## src/rtl/hex_disp_pkg.sv

```systemverilog
// Shared definitions for the hex display scanner.
//   - Active-low 7-segment glyph constants, bit order {g,f,e,d,c,b,a}.
//   - Scan FSM state encoding.
package hex_disp_pkg;

  localparam logic [6:0] SEG_BLANK = 7'h7F;
  localparam logic [6:0] SEG_0     = 7'b1000000;
  localparam logic [6:0] SEG_1     = 7'b1111001;
  localparam logic [6:0] SEG_2     = 7'b0100100;
  localparam logic [6:0] SEG_3     = 7'b0110000;
  localparam logic [6:0] SEG_4     = 7'b0011001;
  localparam logic [6:0] SEG_5     = 7'b0010010;
  localparam logic [6:0] SEG_6     = 7'b0000010;
  localparam logic [6:0] SEG_7     = 7'b1111000;
  localparam logic [6:0] SEG_8     = 7'b0000000;
  localparam logic [6:0] SEG_9     = 7'b0010000;
  localparam logic [6:0] SEG_A     = 7'b0001000;
  localparam logic [6:0] SEG_B     = 7'b0000011;
  localparam logic [6:0] SEG_C     = 7'b1000110;
  localparam logic [6:0] SEG_D     = 7'b0100001;
  localparam logic [6:0] SEG_E     = 7'b0000110;
  localparam logic [6:0] SEG_F     = 7'b0001110;

  typedef enum logic [1:0] {
    IDLE  = 2'd0,
    BLANK = 2'd1,
    SHOW  = 2'd2
  } scan_state_t;

endpackage

```

## src/rtl/hex7seg_decoder.sv

```systemverilog
// Combinational hex nibble to active-low 7-segment decoder.
//   nibble : 4-bit value to display
//   seg    : segments {g,f,e,d,c,b,a}, 0 = lit
module hex7seg_decoder
  import hex_disp_pkg::*;
(
  input  logic [3:0] nibble,
  output logic [6:0] seg
);

  always_comb begin
    seg = SEG_BLANK;
    case (nibble)
      4'h0: seg = SEG_0;
      4'h1: seg = SEG_1;
      4'h2: seg = SEG_2;
      4'h3: seg = SEG_3;
      4'h4: seg = SEG_4;
      4'h5: seg = SEG_5;
      4'h6: seg = SEG_6;
      4'h7: seg = SEG_7;
      4'h8: seg = SEG_8;
      4'h9: seg = SEG_9;
      4'hA: seg = SEG_A;
      4'hB: seg = SEG_B;
      4'hC: seg = SEG_C;
      4'hD: seg = SEG_D;
      4'hE: seg = SEG_E;
      4'hF: seg = SEG_F;
      default: seg = SEG_BLANK;
    endcase
  end

endmodule

```

## src/rtl/hex_scan_ctrl.sv

```systemverilog
// Time-multiplexed hex display scanner sharing one 7-segment decoder.
//   clock, resetn : system clock, asynchronous active-low reset
//   enable        : scan enable; low forces IDLE (all digits dark)
//   load          : one-cycle strobe capturing load_data into the shadow buffer
//   load_data     : packed nibbles, digit k = bits [4k+3:4k]
//   blank_mask    : 1 keeps digit k dark during its slot (sampled live)
//   seg           : registered active-low segments
//   an            : registered active-low digit enables, at most one low
//   digit_idx     : slot currently being scanned
//   frame_done    : pulse on the last cycle of the last digit's slot
//   pending       : shadow holds data not yet committed to the active buffer
module hex_scan_ctrl
  import hex_disp_pkg::*;
#(
  parameter int NUM_DIGITS   = 4,
  parameter int REFRESH_DIV  = 50000,
  parameter int BLANK_CYCLES = 16
) (
  input  logic                          clock,
  input  logic                          resetn,
  input  logic                          enable,
  input  logic                          load,
  input  logic [4*NUM_DIGITS-1:0]       load_data,
  input  logic [NUM_DIGITS-1:0]         blank_mask,
  output logic [6:0]                    seg,
  output logic [NUM_DIGITS-1:0]         an,
  output logic [$clog2(NUM_DIGITS)-1:0] digit_idx,
  output logic                          frame_done,
  output logic                          pending
);

  localparam int IDX_W = $clog2(NUM_DIGITS);
  localparam int CNT_W = $clog2(REFRESH_DIV);
  localparam logic [CNT_W-1:0] CNT_LAST  = CNT_W'(REFRESH_DIV - 1);
  localparam logic [CNT_W-1:0] BLNK_LAST = CNT_W'(BLANK_CYCLES - 1);
  localparam logic [IDX_W-1:0] IDX_LAST  = IDX_W'(NUM_DIGITS - 1);

  scan_state_t               state_q,   state_d;
  logic [CNT_W-1:0]          cnt_q,     cnt_d;
  logic [IDX_W-1:0]          idx_q,     idx_d;
  logic [4*NUM_DIGITS-1:0]   shadow_q,  shadow_d;
  logic [4*NUM_DIGITS-1:0]   active_q,  active_d;
  logic                      pending_q, pending_d;
  logic [6:0]                seg_q,     seg_d;
  logic [NUM_DIGITS-1:0]     an_q,      an_d;

  logic [3:0] cur_nibble;
  logic       cur_masked;
  logic [6:0] dec_seg;
  logic       frame_end;
  logic       commit;

  // Select the active nibble and mask bit of the slot being scanned.
  always_comb begin
    cur_nibble = 4'h0;
    cur_masked = 1'b0;
    for (int k = 0; k < NUM_DIGITS; k++) begin
      if (idx_q == IDX_W'(k)) begin
        cur_nibble = active_q[4*k +: 4];
        cur_masked = blank_mask[k];
      end
    end
  end

  hex7seg_decoder u_dec (
    .nibble (cur_nibble),
    .seg    (dec_seg)
  );

  assign frame_end = (state_q == SHOW) && (cnt_q == CNT_LAST) && (idx_q == IDX_LAST);

  // In IDLE nothing is on screen, so a pending update may commit at once;
  // while scanning it waits for the frame boundary to avoid tearing.
  assign commit = pending_q && ((state_q == IDLE) || frame_end);

  always_comb begin
    state_d   = state_q;
    cnt_d     = cnt_q;
    idx_d     = idx_q;
    shadow_d  = shadow_q;
    active_d  = active_q;
    pending_d = pending_q;
    seg_d     = SEG_BLANK;
    an_d      = '1;

    // Commit reads the pre-edge shadow, so a coincident load survives as
    // the next pending update.
    if (commit) begin
      active_d  = shadow_q;
      pending_d = 1'b0;
    end
    if (load) begin
      shadow_d  = load_data;
      pending_d = 1'b1;
    end

    if (!enable) begin
      state_d = IDLE;
      cnt_d   = '0;
      idx_d   = '0;
    end else begin
      case (state_q)
        IDLE: begin
          state_d = BLANK;
          cnt_d   = '0;
          idx_d   = '0;
        end
        BLANK: begin
          cnt_d = cnt_q + 1'b1;
          if (cnt_q == BLNK_LAST) state_d = SHOW;
        end
        SHOW: begin
          if (cnt_q == CNT_LAST) begin
            cnt_d   = '0;
            state_d = BLANK;
            idx_d   = (idx_q == IDX_LAST) ? '0 : idx_q + 1'b1;
          end else begin
            cnt_d = cnt_q + 1'b1;
          end
        end
        default: begin
          state_d = IDLE;
          cnt_d   = '0;
          idx_d   = '0;
        end
      endcase
    end

    // Gating with enable darkens the display on the same edge the FSM
    // drops to IDLE.
    if (enable && (state_q == SHOW)) begin
      seg_d = dec_seg;
      if (!cur_masked) an_d = ~(NUM_DIGITS'(1) << idx_q);
    end
  end

  always_ff @(posedge clock or negedge resetn) begin
    if (!resetn) begin
      state_q   <= IDLE;
      cnt_q     <= '0;
      idx_q     <= '0;
      shadow_q  <= '0;
      active_q  <= '0;
      pending_q <= 1'b0;
      seg_q     <= SEG_BLANK;
      an_q      <= '1;
    end else begin
      state_q   <= state_d;
      cnt_q     <= cnt_d;
      idx_q     <= idx_d;
      shadow_q  <= shadow_d;
      active_q  <= active_d;
      pending_q <= pending_d;
      seg_q     <= seg_d;
      an_q      <= an_d;
    end
  end

  assign seg        = seg_q;
  assign an         = an_q;
  assign digit_idx  = idx_q;
  assign frame_done = frame_end;
  assign pending    = pending_q;

endmodule
```

## config.mk

```make
export PLATFORM = sky130hd
export DESIGN_NAME = hex_scan_ctrl
export DESIGN_NICKNAME = d
export VERILOG_FILES = /design/src/rtl/hex_disp_pkg.sv /design/src/rtl/hex7seg_decoder.sv /design/src/rtl/hex_scan_ctrl.sv
export SDC_FILE = /design/constraint.sdc
export NUM_CORES = 1
export LEC_CHECK = 0
export CAP_MARGIN = 30
export CORE_MARGIN = 4
export CORE_UTILIZATION = 55
export CTS_CLUSTER_SIZE = 14
export DETAILED_ROUTE_END_ITERATION = 12
export PLACE_DENSITY_LB_ADDON = 0.1
export SYNTH_ARGS = -nofsm -noshare
export SYNTH_HDL_FRONTEND = slang
export SYNTH_HIERARCHICAL = 1
export SYNTH_SLANG_ARGS = --single-unit
```

## constraint.sdc

```tcl
create_clock -name clock -period 3.7 [get_ports clock]
set_input_delay 0.555 -clock clock [delete_from_list [all_inputs] [get_ports clock]]
set_output_delay 0.555 -clock clock [all_outputs]
set_load 0.02 [all_outputs]
```

==> Word-level counts from Yosys, hierarchy flattened <==
Memory sizes are Yosys's and may differ from the RTL's.
Index checks and enable logic that the tools add are counted.
{ "word_totals": {"ff_bits": 64, "romBits": 112, "in_bits": 24, "out_inout_bits": 15, "elab_cells": 57, "n_memories": 1} }
{ "mem_list": {"columns": ["name", "words", "width", "rd", "rd_clocked_by_memory_dff", "wr", "line", "text"], "rows": [
  ["(no name shown)", 16, 7, 1, 0, 0, "hex7seg_decoder.sv:13", "case (nibble)"]
]} }
{ "classes": {"addsub": 2, "eq_ne": 10, "shift": 1, "muxes": 24, "bitwise": 1, "n_reduce_logical": 10} }
{ "ops": {"columns": ["operator", "count"], "rows": [
  ["16-bit 2-to-1 mux", 2],
  ["16-bit one-hot mux with 2 select lines", 1],
  ["4-bit 2-to-1 mux", 6],
  ["16-bit by 1-bit adder with 16-bit output (second input constant)", 1],
  ["16-bit equality test (second input constant)", 1],
  ["16-bit by 4-bit equality test with 1-bit output (second input constant)", 1],
  ["2-bit 2-to-1 mux", 6],
  ["7-bit 2-to-1 mux", 1],
  ["2-bit equality test (second input constant)", 3],
  ["1-bit 2-to-1 mux", 6],
  ["2-bit one-hot mux with 3 select lines", 1],
  ["2-bit by 1-bit equality test with 1-bit output (second input constant)", 2],
  ["1-bit logical AND", 4],
  ["2-bit zero test", 2],
  ["4-bit inverter", 1],
  ["2-bit one-hot mux with 2 select lines", 1],
  ["2-bit AND reduction", 2],
  ["1-bit by 2-bit left shift with 4-bit output (first input constant)", 1],
  ["3-bit by 2-bit inequality test with 1-bit output (second input constant)", 1],
  ["3-bit inequality test (second input constant)", 1],
  ["2-bit by 1-bit adder with 2-bit output (second input constant)", 1],
  ["2-bit inequality test (second input constant)", 1],
  ["2-bit nonzero test", 1],
  ["1-bit logical OR", 1]
]} }

==> Depth between registers and ports, before layout <==
{ "logic_depth": {"ltp_word": 7, "ltp_mapped": 11} }

==> By module <==
Netlist, hierarchy kept.
{ "by_module_without_submodules": {"columns": ["module", "instances", "cells_per_inst", "area_per_inst_um2"], "rows": [
  ["hex_scan_ctrl", 1, 307, 3238.1],
  ["hex7seg_decoder", 1, 31, 261.5]
]} }

==> Least setup slack after synthesis <==
OpenSTA, ideal clock, no wires.
{ "synth_path": {"path_type": "flip-flop to flip-flop", "startpoint": "reg idx_q[1] (netlist: digit_idx[1])", "endpoint": "reg seg_q[3] (netlist: seg[3])", "setup_time_ns": 0.088, "t_arrival_ns": 2.826, "setup_slack_ns": 0.787, "path_stages_with_launch": 11, "n_path_buf": 0, "period_less_slack_ns": 2.913, "cell_sequence": "dfrtp_1 inv_1 ha_1 nor2b_1 a221oi_1 o31ai_1 inv_1 ha_1 inv_1 mux4_1 nand2b_1"} }
{ "synth_between": {"elab_chain_len": 7, "elab_cells_between_ends": 10, "classes_between": "3 x eq/ne; 5 x mux; 1 x reduce/logical; 1 x memory"} }
{ "synth_rtl": {"columns": ["element", "line", "text"], "rows": [
  ["from (decl)", "hex_scan_ctrl.sv:40", "logic [IDX_W-1:0] idx_q, idx_d;"],
  ["from (signal assigned)", "hex_scan_ctrl.sv:150", "idx_q <= idx_d;"],
  ["2-bit zero test", "hex_scan_ctrl.sv:58", "if (idx_q == IDX_W'(k)) begin"],
  ["4-bit 2-to-1 mux (3 in series)", "hex_scan_ctrl.sv:58", null],
  ["4-bit 2-to-1 mux *", "hex_scan_ctrl.sv:58", null],
  ["net cur_nibble[0]", "hex_scan_ctrl.sv:47", "logic [3:0] cur_nibble;"],
  ["memory read 16 x 7 bit *", null, null],
  ["net dec_seg[3]", "hex_scan_ctrl.sv:49", "logic [6:0] dec_seg;"],
  ["7-bit 2-to-1 mux *", "hex_scan_ctrl.sv:131", "if (enable && (state_q == SHOW)) begin"],
  ["net seg_d[3]", "hex_scan_ctrl.sv:44", "logic [6:0] seg_q, seg_d;"],
  ["to (signal assigned)", "hex_scan_ctrl.sv:154", "seg_q <= seg_d;"],
  ["to (decl)", "hex_scan_ctrl.sv:44", null]
]} }
Mark *: on every way through the listed nets, which the timed path passes. The rest lies on a longest branch.
A chain may end at the register's enable or synchronous reset.

==> Worst setup path in the final report <==
Ends and elaborated chain as after synthesis.

==> run_results.csv <==
group,metric,value,unit
sta,skew,0.00975,ns
critical_path,cp-end-kind,"flop",
sta,finalHoldViolCount,0,
route,vias,2614,
die,ioPinCount,39,
global_route,grt_overflow,0,
die,die_x,87.8,µm
critical_path,start_kind,"flop",
min_path,holdCritPathClass,"input port to async pin",
placed_design,dpl-instance-area,0.00394,mm²
cts,cts_buffer_depth,2,
placed_design,io_buffers,38,
cts,ctsResizeCount,0,
run,drv_cap,0,
logic_synthesis,yosysTopAreaCellShare,37.9,%
power,power_density,644,mW/mm²
die,fp.dieH,87.8,µm
logic_synthesis,synth_top_family_by_area,"simple AND/OR/NAND/NOR gates",
sta,grt_setup_unrepaired,"no",
logic_synthesis,synth_cells,338,
critical_path,worstPathArrival,3.34,ns
global_route,grt_max_degree,41,
sta,setup_viol,0,
route,vias_per_cell,5.71,
route,ant_nets,0,
cts,clk_latency,0.35,ns
placed_design,hpwl,4.75,mm
cts,cts.sinks,64,
sta,maxSlewHeadroom,42.6,%
logic_synthesis,synth-edff-count,0,
logic_synthesis,ys.warnings.count,6,
cts,cts_tree,"done",
power,irDropWorstVdd,0.000355,V
logic_synthesis,ys_seq_area_share,46.2,%
logic_synthesis,synth_mux_area_share,8.19,%
logic_synthesis,synthSimpleGateAreaFrac,21.5,%
critical_path,crit_fanout,8,
logic_synthesis,synth-compound-area-share,11.0,%
final_layout,nNetsFinal,418,
route,drt_iter0_markers,67,
sta,hold_ws,0.316,ns
final_layout,design_area,0.00416,mm²
logic_synthesis,synth_top_cells_by_area,"dfrtp_1, dfstp_2, ha_1, mux2_2, nand2b_1",
logic_synthesis,ys.flop_type,"dfrtp_1",
sta,drv_slew,0,
final_layout,n_antenna_cell,0,
power,p_leak,1.65,nW
global_route,grt_pass1_vias,2673,
cts,clkTransAtPathRegs,0.08,ns
logic_synthesis,ys_ff_latch,64,
cts,post_cts_buffers,0,
route,wirelength,7.03,mm
logic_synthesis,yosysMostFrequentCell,"dfrtp_1",
logic_synthesis,synth.distinct_cells,46,
logic_synthesis,netlist_area,0.00350,mm²
sta,fin_crit,3.08,ns
logic_synthesis,yosysTopAreaCell,"dfrtp_1",
route,first_pass_iters,4,
logic_synthesis,synth_nets,378,
final_layout,drive_above_1_share,14.9,%
sta,finalSetupTns,0,ns
critical_path,crit_required,3.96,ns
power,power.total,0.00268,W
sta,fmax,325,MHz
route,routed_wire_length_per_instance,15.4,µm
sta,post-route-period-util,83.1,%
critical_path,critPathKind,"flop to flop",
logic_synthesis,synth-async-reset-ratio,100,%
logic_synthesis,yosys-top-cells-count,"dfrtp_1, nand2_1, nand2b_1",
cts,holdBufCountCts,0,
cts,clockRootBuffer,"clkbuf_8",
logic_synthesis,avgSynthCellArea,10.4,µm²
sta,worst_pin_slew,0.860,ns
global_route,antenna_found_initial,0,
logic_synthesis,synth_adder_area_share,5.72,%
logic_synthesis,synth_xor_area_share,3.50,%
global_route,grt_pass1_wl,12.7,mm
placed_design,routabilityCongestion,0.879,
route,drt_drc_violations_left,0,
final_layout,area_growth,18.8,%
die,rows,28,
die,initial_core_util,57.7,%
global_route,grt_util_all_layers,21.0,%
cts,numCtsBuffers,9,
run_status,status,"finished, final reports clean",
die,dieArea,0.00770,mm²
die,core,0.00606,mm²
cts,h-tree-depth,3,
area by class of cell:
type	count	area, µm²
clock buffer	10	128
inverter	12	45.0
fill	468	1900
multi-input combinational	245	1750
tap	75	93.8
clock inverter	6	92.6
sequential	64	1620
timing repair buffer	46	435
metrics by stage:
step	instances	utilization (%)	setup WS (ns)
floorplan	338	-	0.787
global placement	442	65.0	0.821
detailed placement	442	65.0	0.692
CTS	458	68.6	0.645
global route	458	68.6	0.333
finish	458	68.6	0.625
worst paths after layout:
| check | cells past startpoint | slack [ns] | end | startpoint |
|---|---|---|---|---|
| hold reg to reg | 1 | 0.51 | shadow_q[3] | shadow_q[3] |
| max in group asynchronous | 2 | 2.53 | shadow_q[10] | resetn |
| hold / removal | 1 | 0.32 | cnt_q[12] | resetn |
| setup / recovery | 10 | 0.62 | seg[3] | digit_idx[1] |
| setup reg to reg | 10 | 0.62 | seg[3] | digit_idx[1] |
| min in group clock | 1 | 0.51 | shadow_q[3] | shadow_q[3] |
metal layers:
metal	share of wire (%)	vias up	global-route usage [%]
li1	-	1271	-
met1	47	1265	28.8
met2	46	59	31.8
met3	4.1	19	4.05
met4	2.6	0	10.9
met5	0	-	0
worst max-delay path, stage by stage (launching register included):
cell      delay [ns]
dfrtp_1         0.41
inv_1           0.09
ha_1            0.28
nor2b_1         0.30
a221oi_1        0.13
o31ai_1         0.60
inv_1           0.22
ha_1            0.33
inv_1           0.04
mux4_1          0.46
nand2b_1        0.15
report_power, final:
group,switching [W],internal [W],total [W]
clock network,0.000292,0.000383,0.000674
logic,0.000563,0.000485,0.00105
registers,0.000106,0.000848,0.000954
placed cells by master (no fill, tap or decap), types with 3 or more instances in the layout:
master	instances
o31ai_1	3
ha_1	16
nor3_1	20
nor4_1	5
buf_4	8
o21ai_0	22
nand3_1	5
clkbuf_8	9
nor2b_1	21
o211ai_1	17
nand2b_1	24
mux2i_1	8
xnor2_1	12
inv_1	11
dfstp_2	11
nand2_1	34
a221oi_1	4
nand4_1	6
or3_1	3
clkdlybuf4s50_1	37
nor2_1	4
dfrtp_1	53
mux2_2	16
sequential cells by signal, indices dropped and copies added (netlist names):
name / flops
active_q: 16
an: 4
cnt_q: 16
digit_idx: 2
pending: 1
seg: 7
shadow_q: 16
state_q: 2
logic make-up after synthesis:
group / after synthesis
AND/OR/NAND/NOR: 134
AO/OA/AOI/OAI: 56
adder cells (fa/ha/maj): 16
buffers and inverters: 29
XOR/XNOR: 14
flip-flops: 64
multiplexers: 25
(Power assumes the default switching activity.)
